--- src/rtl/subckt_tb_pkg.sv ---
// -----------------------------------------------------------------------------
// subckt_tb_pkg
// Shared definitions for the benchmark-subcircuit stimulus source and its
// response-side monitor model:
//   state_e        - run-control states of the stimulus generator
//   LFSR_POLY      - default Galois feedback mask (taps 16,14,13,11)
//   LFSR_DEF_SEED  - default LFSR value after reset (nonzero)
//   lfsr_step()    - one Galois LFSR step on a zero-extended register value
// -----------------------------------------------------------------------------
package subckt_tb_pkg;

    typedef enum logic [1:0] {
        IDLE  = 2'd0,
        RUN   = 2'd1,
        DRAIN = 2'd2,
        DONE  = 2'd3
    } state_e;

    // Widest LFSR the shared step function supports; narrower registers are
    // zero-extended on the way in and truncated on the way out.
    localparam int unsigned LFSR_MAX_W = 32;

    localparam logic [15:0] LFSR_POLY     = 16'hB400;
    localparam logic [15:0] LFSR_DEF_SEED = 16'hACE1;

    // Galois step: shift right, fold the mask in when the bit shifted out is 1.
    // The upper zero-extension bits stay zero as long as poly fits the register.
    function automatic logic [LFSR_MAX_W-1:0] lfsr_step(
        input logic [LFSR_MAX_W-1:0] cur,
        input logic [LFSR_MAX_W-1:0] poly
    );
        logic [LFSR_MAX_W-1:0] shifted;
        shifted = {1'b0, cur[LFSR_MAX_W-1:1]};
        return cur[0] ? (shifted ^ poly) : shifted;
    endfunction

endpackage

--- src/rtl/lfsr_galois.sv ---
// -----------------------------------------------------------------------------
// lfsr_galois
// Galois LFSR with step enable and parallel load.
//   clk_i       in   clock
//   rst_ni      in   asynchronous active-low reset (loads DEF_SEED)
//   en_i        in   advance the LFSR by one step
//   load_i      in   load load_val_i (takes priority over en_i)
//   load_val_i  in   seed value; an all-zero seed is replaced by 1 so the
//                    register can never lock up in the all-zero state
//   lfsr_o      out  current LFSR value
// -----------------------------------------------------------------------------
module lfsr_galois
    import subckt_tb_pkg::*;
#(
    parameter int unsigned          LFSR_W   = 16,
    parameter logic [LFSR_W-1:0]    POLY     = LFSR_W'(LFSR_POLY),
    parameter logic [LFSR_W-1:0]    DEF_SEED = LFSR_W'(LFSR_DEF_SEED)
) (
    input  logic              clk_i,
    input  logic              rst_ni,
    input  logic              en_i,
    input  logic              load_i,
    input  logic [LFSR_W-1:0] load_val_i,
    output logic [LFSR_W-1:0] lfsr_o
);

    localparam logic [LFSR_W-1:0] ONE = {{(LFSR_W-1){1'b0}}, 1'b1};

    logic [LFSR_W-1:0] lfsr_q;
    logic [LFSR_W-1:0] lfsr_d;

    // Next LFSR value: load (with zero-seed guard), step, or hold
    always_comb begin
        lfsr_d = lfsr_q;
        if (load_i) begin
            if (load_val_i == {LFSR_W{1'b0}}) begin
                lfsr_d = ONE;
            end else begin
                lfsr_d = load_val_i;
            end
        end else if (en_i) begin
            lfsr_d = LFSR_W'(lfsr_step(LFSR_MAX_W'(lfsr_q), LFSR_MAX_W'(POLY)));
        end else begin
            lfsr_d = lfsr_q;
        end
    end

    // LFSR register
    always_ff @(posedge clk_i or negedge rst_ni) begin
        if (!rst_ni) begin
            lfsr_q <= DEF_SEED;
        end else begin
            lfsr_q <= lfsr_d;
        end
    end

    assign lfsr_o = lfsr_q;

endmodule

--- src/rtl/subckt_stim_gen.sv ---
// -----------------------------------------------------------------------------
// subckt_stim_gen
// Pseudo-random stimulus source for the Nt-node benchmark subcircuits. Offers
// one LFSR pattern per valid/ready transfer for NUM_PAT transfers, then drains
// for LATENCY cycles so every capture strobe still in flight is emitted.
//   I1470_clk   in   clock (rising edge)
//   I1477_rst   in   asynchronous active-low reset, released synchronously
//   start       in   begin a run (IDLE/DONE only)
//   seed_load   in   load seed into the LFSR (IDLE/DONE only)
//   seed        in   seed value
//   pat_o       out  stimulus vector = lfsr[WIDTH-1:0]
//   pat_valid   out  pat_o is offered
//   pat_ready   in   consumer accepts pat_o
//   cap_strobe  out  one-cycle pulse LATENCY cycles after each transfer
//   pat_idx     out  transfers accepted in the current run
//   busy        out  RUN or DRAIN
//   done        out  DONE
// -----------------------------------------------------------------------------
module subckt_stim_gen
    import subckt_tb_pkg::*;
#(
    parameter int unsigned          WIDTH    = 4,
    parameter int unsigned          LFSR_W   = 16,
    parameter logic [LFSR_W-1:0]    POLY     = LFSR_W'(LFSR_POLY),
    parameter logic [LFSR_W-1:0]    DEF_SEED = LFSR_W'(LFSR_DEF_SEED),
    parameter int unsigned          NUM_PAT  = 1000,
    parameter int unsigned          LATENCY  = 2,
    parameter int unsigned          CNT_W    = 16
) (
    input  logic              I1470_clk,
    input  logic              I1477_rst,
    input  logic              start,
    input  logic              seed_load,
    input  logic [LFSR_W-1:0] seed,
    output logic [WIDTH-1:0]  pat_o,
    output logic              pat_valid,
    input  logic              pat_ready,
    output logic              cap_strobe,
    output logic [CNT_W-1:0]  pat_idx,
    output logic              busy,
    output logic              done
);

    localparam int unsigned      DRN_W    = (LATENCY > 1) ? $clog2(LATENCY) : 1;
    localparam logic [CNT_W-1:0] IDX_LAST = CNT_W'(NUM_PAT - 1);
    localparam logic [DRN_W-1:0] DRN_LAST = DRN_W'(LATENCY - 1);

    logic [1:0]         rst_sync_q;
    logic               rst_n_s;

    state_e             state_q, state_d;
    logic [CNT_W-1:0]   pat_idx_q, pat_idx_d;
    logic [DRN_W-1:0]   drain_cnt_q, drain_cnt_d;
    logic [LATENCY-1:0] strb_q, strb_d;
    logic               pat_valid_q, busy_q, done_q;

    logic               xfer_s;
    logic               lfsr_load_s;
    logic [LFSR_W-1:0]  lfsr_s;

    // Reset synchronizer: assertion is immediate, release waits two clock edges
    always_ff @(posedge I1470_clk or negedge I1477_rst) begin
        if (!I1477_rst) begin
            rst_sync_q <= 2'b00;
        end else begin
            rst_sync_q <= {rst_sync_q[0], 1'b1};
        end
    end

    assign rst_n_s = rst_sync_q[1];
    assign xfer_s  = pat_valid_q & pat_ready;

    lfsr_galois #(
        .LFSR_W   (LFSR_W),
        .POLY     (POLY),
        .DEF_SEED (DEF_SEED)
    ) u_lfsr (
        .clk_i      (I1470_clk),
        .rst_ni     (rst_n_s),
        .en_i       (xfer_s),
        .load_i     (lfsr_load_s),
        .load_val_i (seed),
        .lfsr_o     (lfsr_s)
    );

    // Run control: next state, pattern index, drain counter and seed load
    always_comb begin
        state_d     = state_q;
        pat_idx_d   = pat_idx_q;
        drain_cnt_d = drain_cnt_q;
        lfsr_load_s = 1'b0;
        case (state_q)
            IDLE, DONE: begin
                // Seed load and start may coincide; the LFSR then holds the
                // seed when the first pattern is offered.
                lfsr_load_s = seed_load;
                if (start) begin
                    state_d   = RUN;
                    pat_idx_d = {CNT_W{1'b0}};
                end else begin
                    state_d   = state_q;
                end
            end
            RUN: begin
                if (xfer_s) begin
                    pat_idx_d = pat_idx_q + CNT_W'(1);
                    if (pat_idx_q == IDX_LAST) begin
                        state_d     = DRAIN;
                        drain_cnt_d = {DRN_W{1'b0}};
                    end else begin
                        state_d     = RUN;
                    end
                end else begin
                    pat_idx_d = pat_idx_q;
                end
            end
            DRAIN: begin
                if (drain_cnt_q == DRN_LAST) begin
                    state_d     = DONE;
                end else begin
                    drain_cnt_d = drain_cnt_q + DRN_W'(1);
                end
            end
            default: begin
                state_d = IDLE;
            end
        endcase
    end

    // Strobe delay line: shift in the transfer flag, oldest bit is the strobe
    always_comb begin
        strb_d = LATENCY'({strb_q, xfer_s});
    end

    // Control registers and status flags decoded from the next state
    always_ff @(posedge I1470_clk or negedge rst_n_s) begin
        if (!rst_n_s) begin
            state_q     <= IDLE;
            pat_idx_q   <= {CNT_W{1'b0}};
            drain_cnt_q <= {DRN_W{1'b0}};
            strb_q      <= {LATENCY{1'b0}};
            pat_valid_q <= 1'b0;
            busy_q      <= 1'b0;
            done_q      <= 1'b0;
        end else begin
            state_q     <= state_d;
            pat_idx_q   <= pat_idx_d;
            drain_cnt_q <= drain_cnt_d;
            strb_q      <= strb_d;
            pat_valid_q <= (state_d == RUN);
            busy_q      <= (state_d == RUN) || (state_d == DRAIN);
            done_q      <= (state_d == DONE);
        end
    end

    assign pat_o      = lfsr_s[WIDTH-1:0];
    assign pat_valid  = pat_valid_q;
    assign cap_strobe = strb_q[LATENCY-1];
    assign pat_idx    = pat_idx_q;
    assign busy       = busy_q;
    assign done       = done_q;

    // Upper LFSR bits feed only the sequence, not the stimulus vector.
    if (WIDTH < LFSR_W) begin : g_unused_bits
        logic unused_s;
        assign unused_s = ^lfsr_s[LFSR_W-1:WIDTH];
    end

endmodule

--- config.mk ---
export PLATFORM = sky130hd
export DESIGN_NAME = subckt_stim_gen
export DESIGN_NICKNAME = d
export VERILOG_FILES = /design/src/rtl/subckt_tb_pkg.sv /design/src/rtl/lfsr_galois.sv /design/src/rtl/subckt_stim_gen.sv
export SDC_FILE = /design/constraint.sdc
export NUM_CORES = 1
export LEC_CHECK = 0
export CAP_MARGIN = 20
export CORE_MARGIN = 2
export CORE_UTILIZATION = 50
export DETAILED_ROUTE_END_ITERATION = 8
export HOLD_SLACK_MARGIN = 0.02
export PLACE_DENSITY = 0.78
export SYNTH_ARGS = -nofsm -noshare
export SYNTH_HDL_FRONTEND = slang
export SYNTH_SLANG_ARGS = --single-unit
--- constraint.sdc ---
create_clock -name I1470_clk -period 3.1 [get_ports I1470_clk]
set_clock_uncertainty 0.15 [all_clocks]
set_input_delay 0.465 -clock I1470_clk [delete_from_list [all_inputs] [get_ports I1470_clk]]
set_output_delay 0.465 -clock I1470_clk [all_outputs]
set_load 0.01 [all_outputs]
==> metrics.md, run 1 <==
| Metric | Value |
|---|---|
| Status | complete, no violations |
| PnR worst setup slack | 546 ps |
| Xor/xnor share of the synthesized area | 0.0154 |
| Crit Path Class | register to register |
| Layout cells sized above 1 | 0.0896 |
| R2R Path Start | pat_idx[0] |
| Total power | 2000 uW |
| R2R depth | 7 |
| Synthesized Nets | 267 |
| Worst Setup EP | busy |
| Total CTS buffers | 5 |
| Startpoint types | register |
| Critical Path Start | pat_idx[0] |
| Final worst path period need | 2550 ps |
| Pre-CTS WS | 578 ps |
| I/O pin count | 45 |
| Reg2Reg Setup Slack | 550 ps |
| Crit. End Element | register |
| Mux contribution to synthesized area | 0.0528 |
| Final wirelength | 4.79 mm |
| Crit path DAT | 2590 ps |
| Netlist cell types | 45 |
| Number of port buffers | 44 |
| Initial DRC Count | 203 |
| Setup Fix Bufs, Post-CTS | 0 |
| Final Hold Fails | 0 |
| VDD IR-drop max | 0.433 mV |
| Area of the multi-input gates | 1080 um^2 |
| Final #Nets | 304 |
| DR DRC count | 0 |
| DRT antenna net count | 0 |
| Sequential Area | 1060 um^2 |
| Synthesis Warnings | 0 |
| Sequential share of the synthesized area | 0.466 |
| Synth Instances | 241 |
| Area Overhead vs Synth | 22.8% |
| Synthesized area | 2270 um^2 |
| GRT Resource Usage Total | 0.207 |
| Clock Latency Late Sink | 290 ps |
| Final setup fails | 0 |
| Synthesized flop and latch total | 42 |
| Via count | 1897 |
| Main combinational cell family by area after synthesis | simple AND/OR/NAND/NOR gates |
| Via density | 5.73 |
| Fillcell total | 381 |
| Fin crit share | 0.824 |
| Rel. slew slack | 0.630 |
| Hold_ws | 76.8 ps |
| H-tree Lvls | 2 |
| Die footprint | 5110 um^2 |
| Biggest area consumer among synthesized cells | dfrtp_1 |
| CTS Hold Bufs | 0 |
| Post-Synth Adder-Cell Area | 0.0275 |
| Wire per inst | 14.5 um |
| Root Buffer Master | clkbuf_8 |
| GP Congestion | 0.852 |
| Vias in the first global route | 1733 |
| Initial core utilization | 0.522 |
| Post-detail-place hpwl | 3.44 mm |
| Worst min-delay path category | register to asynchronous set/reset pin |
| RR Endpoint | busy |
| Top_reg_cell synth | dfrtp_1 |
| Post-synthesis async set-or-reset flop share | 1.00 |
| DRT Pass-1 Iters | 4 |
| TritonCTS clock tree | done |
| Pins over their slew limit | 0 |
| Setup TNS | 0 ps |
| Clock Sinks | 42 |
| Worst-path fanout max | 10 |
| Number of synthesized flops with an enable pin | 0 |
| Synth Area in Simple Gates | 0.189 |
| Worst Max-Slew Pin Slew | 555 ps |
| Leakage power | 0.00116 uW |
| Maximum clock rate | 0.392 GHz |
| Pwr Density | 717 nW/um^2 |
| Die width | 71.5 um |
| Pin count of the biggest net entering global routing | 33 |
| Core area | 4350 um^2 |
| Top post-synthesis cells by area | dfrtp_1 (37%), dfstp_2 (9.2%), mux2i_1 (5.3%) |
| Initial antenna violation count | 0 |
| Maxcap violations | 0 |
| First-pass GRT wire length | 8.43 mm |
| DIE HEIGHT | 71.5 um |
| Gr ovfl total | 0 |
| Critical Path RT | 3140 ps |
| Post-synthesis compound-gate area fraction | 0.187 |
| CTS Buffer Depth | 2 |
| Synthesized area per cell | 9.44 um^2 |
| Row count | 24 |
| RSZ-0062 raised after global routing | false |
| Worst-path clk slew | 80 ps |
| N_diodes | 0 |
| Synth top area share | 0.374 |
| Cts repair resizes | 0 |
cell usage after synthesis, types with 2 or more instances:
cell type and count:
a21oi_1 23, a41oi_1 2, and3_1 2, buf_1 2, buf_4 5, buf_6 2, clkbuf_1 8, dfrtp_1 34
dfstp_2 8, ha_1 5, inv_1 9, mux2i_1 12, nand2_1 26, nand2b_1 2, nand3_1 8, nand4_1 4
nor2_1 7, nor2b_1 2, nor3_1 2, nor4_1 3, o21a_1 4, o21ai_0 24, o31ai_1 8, or2_2 3
or3_1 4, or4_1 11, xnor2_1 3
worst max-delay path: stages, from the launching register on:
cell	delay, ps
dfrtp_1	500
ha_1	290
nand3_1	220
or4_1	690
a22oi_2	240
inv_1	60
ha_1	270
inv_1	30
layout by cell type (no fill, tap or decap), types with 2 or more instances in the layout:
| cell type | instances |
|---|---|
| or2_2 | 3 |
| a41oi_1 | 2 |
| clkdlybuf4s50_1 | 44 |
| mux2i_1 | 12 |
| a21oi_1 | 23 |
| nand2_1 | 26 |
| o31ai_1 | 8 |
| o21a_1 | 4 |
| nor4_1 | 3 |
| nor2b_1 | 2 |
| ha_1 | 5 |
| nor2_1 | 7 |
| and3_1 | 2 |
| clkbuf_8 | 5 |
| or4_1 | 11 |
| xnor2_1 | 3 |
| nand2b_1 | 2 |
| nand4_1 | 4 |
| or3_1 | 4 |
| nor3_1 | 2 |
| buf_4 | 4 |
| dfrtp_1 | 34 |
| dfstp_2 | 8 |
| nand3_1 | 8 |
| o21ai_0 | 24 |
| inv_1 | 9 |
layout make-up:
class / count / area share
clock inverter: 2 / 0.00493
clock buffer: 6 / 0.0260
sequential: 42 / 0.380
timing repair buffer: 48 / 0.168
inverter: 9 / 0.0121
multi-input combinational: 172 / 0.386
tap: 52 / 0.0233
worst min-delay path by stage:
stage | from | endpoint | depth (start not counted)
after CTS | rst_sync_q[1] | u_lfsr.lfsr_o[14] | 0
final | rst_sync_q[1] | u_lfsr.lfsr_o[4] | 0
after global placement | rst_sync_q[1] | u_lfsr.lfsr_o[14] | 0
after detailed placement | rst_sync_q[1] | u_lfsr.lfsr_o[12] | 0
after floorplan | I1477_rst | rst_sync_q[0] | 0
after global routing | rst_sync_q[1] | u_lfsr.lfsr_o[4] | 0
layer usage:
layer	vias to the layer above	global-route usage	share of wire
met2	47	0.309	0.46
li1	943	-	-
met5	-	0	0
met4	0	0.0629	0.0067
met3	4	0.0380	0.054
met1	903	0.309	0.48
registers in the layout, indices dropped and copies added, names as in the netlist:
signal	count
pat_idx	16
u_lfsr.lfsr_o	16
rst_sync_q	2
state_q	2
strb_q	2
busy	1
done	1
drain_cnt_q	1
pat_valid	1
power breakdown:
part	switching, uW	total (uW)	internal, uW
combinational	399	775	376
sequential	146	884	738
clock	186	345	159
total	731	2000	1270
cells by family (layout without fill, tap and decap cells):
family	Yosys count	after routing
AOI/OAI and AO/OA	70	70
xor gates and xnor gates	4	4
adders and majority gates	5	5
buffers and inverters	27	65
DFF	42	42
muxes	12	12
other	1	1
and+or+nand+nor	80	80
per-stage QoR:
step | cells | instance area [um^2] | utilization
2_1_floorplan | 241 | 2270 | -
3_3_place_gp | 323 | 2710 | 0.622
3_5_place_dp | 323 | 2710 | 0.622
4_1_cts | 331 | 2790 | 0.642
5_1_grt | 331 | 2790 | 0.642
6_report | 331 | 2790 | 0.642
(Power assumes the default switching activity.)
==> run 2: changes to the inputs <==
==> constraint.sdc (replaced) <==
create_clock -name I1470_clk -period 2.4 [get_ports I1470_clk]
set_clock_uncertainty 0.15 [all_clocks]
set_input_delay 0.36 -clock I1470_clk [delete_from_list [all_inputs] [get_ports I1470_clk]]
set_output_delay 0.36 -clock I1470_clk [all_outputs]
set_load 0.01 [all_outputs]
==> run 2 against run 1 <==
Net effect: non-clock buffer count grew 14; die area is the same; sequential power grew 24%; register-to-register slack lost 460 ps; combinational power grew 46%; routed wire length grew 11%; largest cell class unchanged.
==> metrics.md, run 2 (synthesis results as in run 1) <==
| Metric | Value |
|---|---|
| Status | complete, no violations |
| Delay-heaviest family, CP | simple AND/OR/NAND/NOR gates |
| Post-detail-place hpwl | 3.82 mm (+11%) |
| Core area | 4350 um^2 (unchanged) |
| Pin count of the biggest net entering global routing | 36 (+9.1%) |
| Total CTS buffers | 5 (unchanged) |
| Final wirelength | 5.33 mm (+11%) |
| Maxcap violations | 0 (unchanged) |
| First-pass GRT wire length | 9.07 mm (+7.6%) |
| Number of port buffers | 44 (unchanged) |
| Final Hold Fails | 0 (unchanged) |
| Final #Nets | 318 (+4.6%) |
| Wire per inst | 15.5 um (+6.9%) |
| PnR worst setup slack | 90.1 ps (-456 ps) |
| Startpoint types | register |
| GRT Resource Usage Total | 0.226 (+0.0191) |
| Crit. End Element | register |
| Pins over their slew limit | 0 (unchanged) |
| R2R Path Start | pat_idx[3] |
| Worst-path clk slew | 70 ps (about the same) |
| Setup TNS | 0 ps (unchanged) |
| Final setup fails | 0 (unchanged) |
| I/O pin count | 45 (unchanged) |
| VDD IR-drop max | 0.568 mV (+31%) |
| H-tree Lvls | 2 (unchanged) |
| Vias in the first global route | 1988 (+15%) |
| CP max stage delay | 560 ps (-130 ps) |
| Cell Area, Placed | 2810 um^2 (+3.6%) |
| Final design instance area without fill | 2920 um^2 (+4.4%) |
| Critical Path Start | pat_idx[3] |
| R2R depth | 6 (-1) |
| Stages on the worst setup path | 6 (-1) |
| Crit path DAT | 2360 ps (-230 ps) |
| GP Congestion | 0.838 (-1.6%) |
| Via density | 5.72 (-0.16%) |
| DR DRC count | 0 (unchanged) |
| Leakage power | 0.00124 uW (+6.5%) |
| Die footprint | 5110 um^2 (unchanged) |
| Fin crit share | 0.962 (+0.139) |
| Layout cells sized above 1 | 0.140 (+0.0503) |
| CTS Buffer Depth | 2 (unchanged) |
| CP max stage cell | or4_4 |
| Setup Fix Bufs, Post-CTS | 0 (unchanged) |
| Crit Path Class | register to register |
| Clock Latency Late Sink | 300 ps (about the same) |
| N_diodes | 0 (unchanged) |
| RSZ-0062 raised after global routing | false |
| Pre-CTS WS | 47.3 ps (-531 ps) |
| Die width | 71.5 um (unchanged) |
| Initial core utilization | 0.522 (unchanged) |
| Critical path, cell by cell | or4_1 -> or4_4 -> a22oi_2 -> inv_1 -> ha_1 -> inv_1 |
| Clock Sinks | 42 (unchanged) |
| Worst min-delay path category | input pin to asynchronous set/reset pin |
| DRT Pass-1 Iters | 4 (unchanged) |
| Final worst path period need | 2310 ps (-244 ps) |
| Most frequent cells in the layout | clkdlybuf4s50_1 (44), dfrtp_1 (34), nand2_1 (26), o21ai_0 (24), a21oi_1 (23) |
| Critical Path RT | 2450 ps (-690 ps) |
| DIE HEIGHT | 71.5 um (unchanged) |
| Via count | 1974 (+4.1%) |
| Root Buffer Master | clkbuf_8 |
| Maximum clock rate | 0.433 GHz (+11%) |
| TritonCTS clock tree | done |
| Gr ovfl total | 0 (unchanged) |
| Commonest non-fill, non-tap cell in the layout | clkdlybuf4s50_1 |
| Initial antenna violation count | 0 (unchanged) |
| Most Frequent Cell on Critical Path | inv_1 |
| Initial DRC Count | 133 (-34%) |
| Pwr Density | 929 nW/um^2 (+29%) |
| Worst Path Buf+Inv | 2 (unchanged) |
| Worst-path fanout max | 6 (-4) |
| Row count | 24 (unchanged) |
| Area Overhead vs Synth | 28.2% |
| DRT antenna net count | 0 (unchanged) |
run 2: cell types whose count changed in the layout (fill, tap and decap cells not counted):
cell and change:
nor2b_2 +1, clkinvlp_4 +1, clkbuf_8 +1, clkinv_4 -1, or4_4 +1, nor2b_1 -1
dlygate4sd3_1 +1, clkbuf_1 -1, or4_1 -1, buf_4 +13
run 2: worst reg2reg max path, stage by stage (launching register included):
cell     delay [ps]
dfrtp_1         380
or4_1           540
or4_4           560
a22oi_2         220
inv_1            60
ha_1            270
inv_1            30
run 2: area by class of cell:
class	instances	area [um^2]
fillers	367	1440
multi-input cells	172	1080
flip-flops and latches	42	1060
repair buffers	62	578
clock buffers	6	82.6
well taps	52	65.1
inverters	9	33.8
clock inverters	2	12.5
run 2: metal layers:
layer | vias to the layer above | track usage | routed length, um
met5 | - | 0 | 0
met1 | 944 | 0.295 | 2410
li1 | 978 | - | -
met2 | 45 | 0.384 | 2620
met3 | 7 | 0.0549 | 251
met4 | 0 | 0.0524 | 54
run 2: path summary, 6_finish.rpt:
kind / end / slack [ps]
worst max-delay path: busy / 90
worst min-delay path: rst_sync_q[1] / 70
worst max register to register: busy / 90
worst min register to register: u_lfsr.lfsr_o[13] / 120
max in group asynchronous: u_lfsr.lfsr_o[9] / 1410
min in group I1470_clk: strb_q[1] / 220
run 2: repair_timing:
item                                    CTS  global route
resized for setup                         0             2
endpoints found under the setup margin    0             1
endpoints found under the hold margin     2             0
hold buffers                              1             0
run 2: power breakdown:
part           internal [uW]  leakage [uW]  switching, uW
Clock                    231     0.0000472            248
Sequential               954      0.000529            143
Combinational            544      0.000660            589
run 2: metrics by stage:
step	hold WS, ps	utilization	cells	total power (uW)
2_1_floorplan	-85.6	-	241	1860
3_3_place_gp	-70.6	0.644	336	2200
3_5_place_dp	-67.5	0.644	336	2240
4_1_cts	60.9	0.668	345	2720
5_1_grt	65.7	0.670	345	2910
6_report	65.9	0.670	345	2710
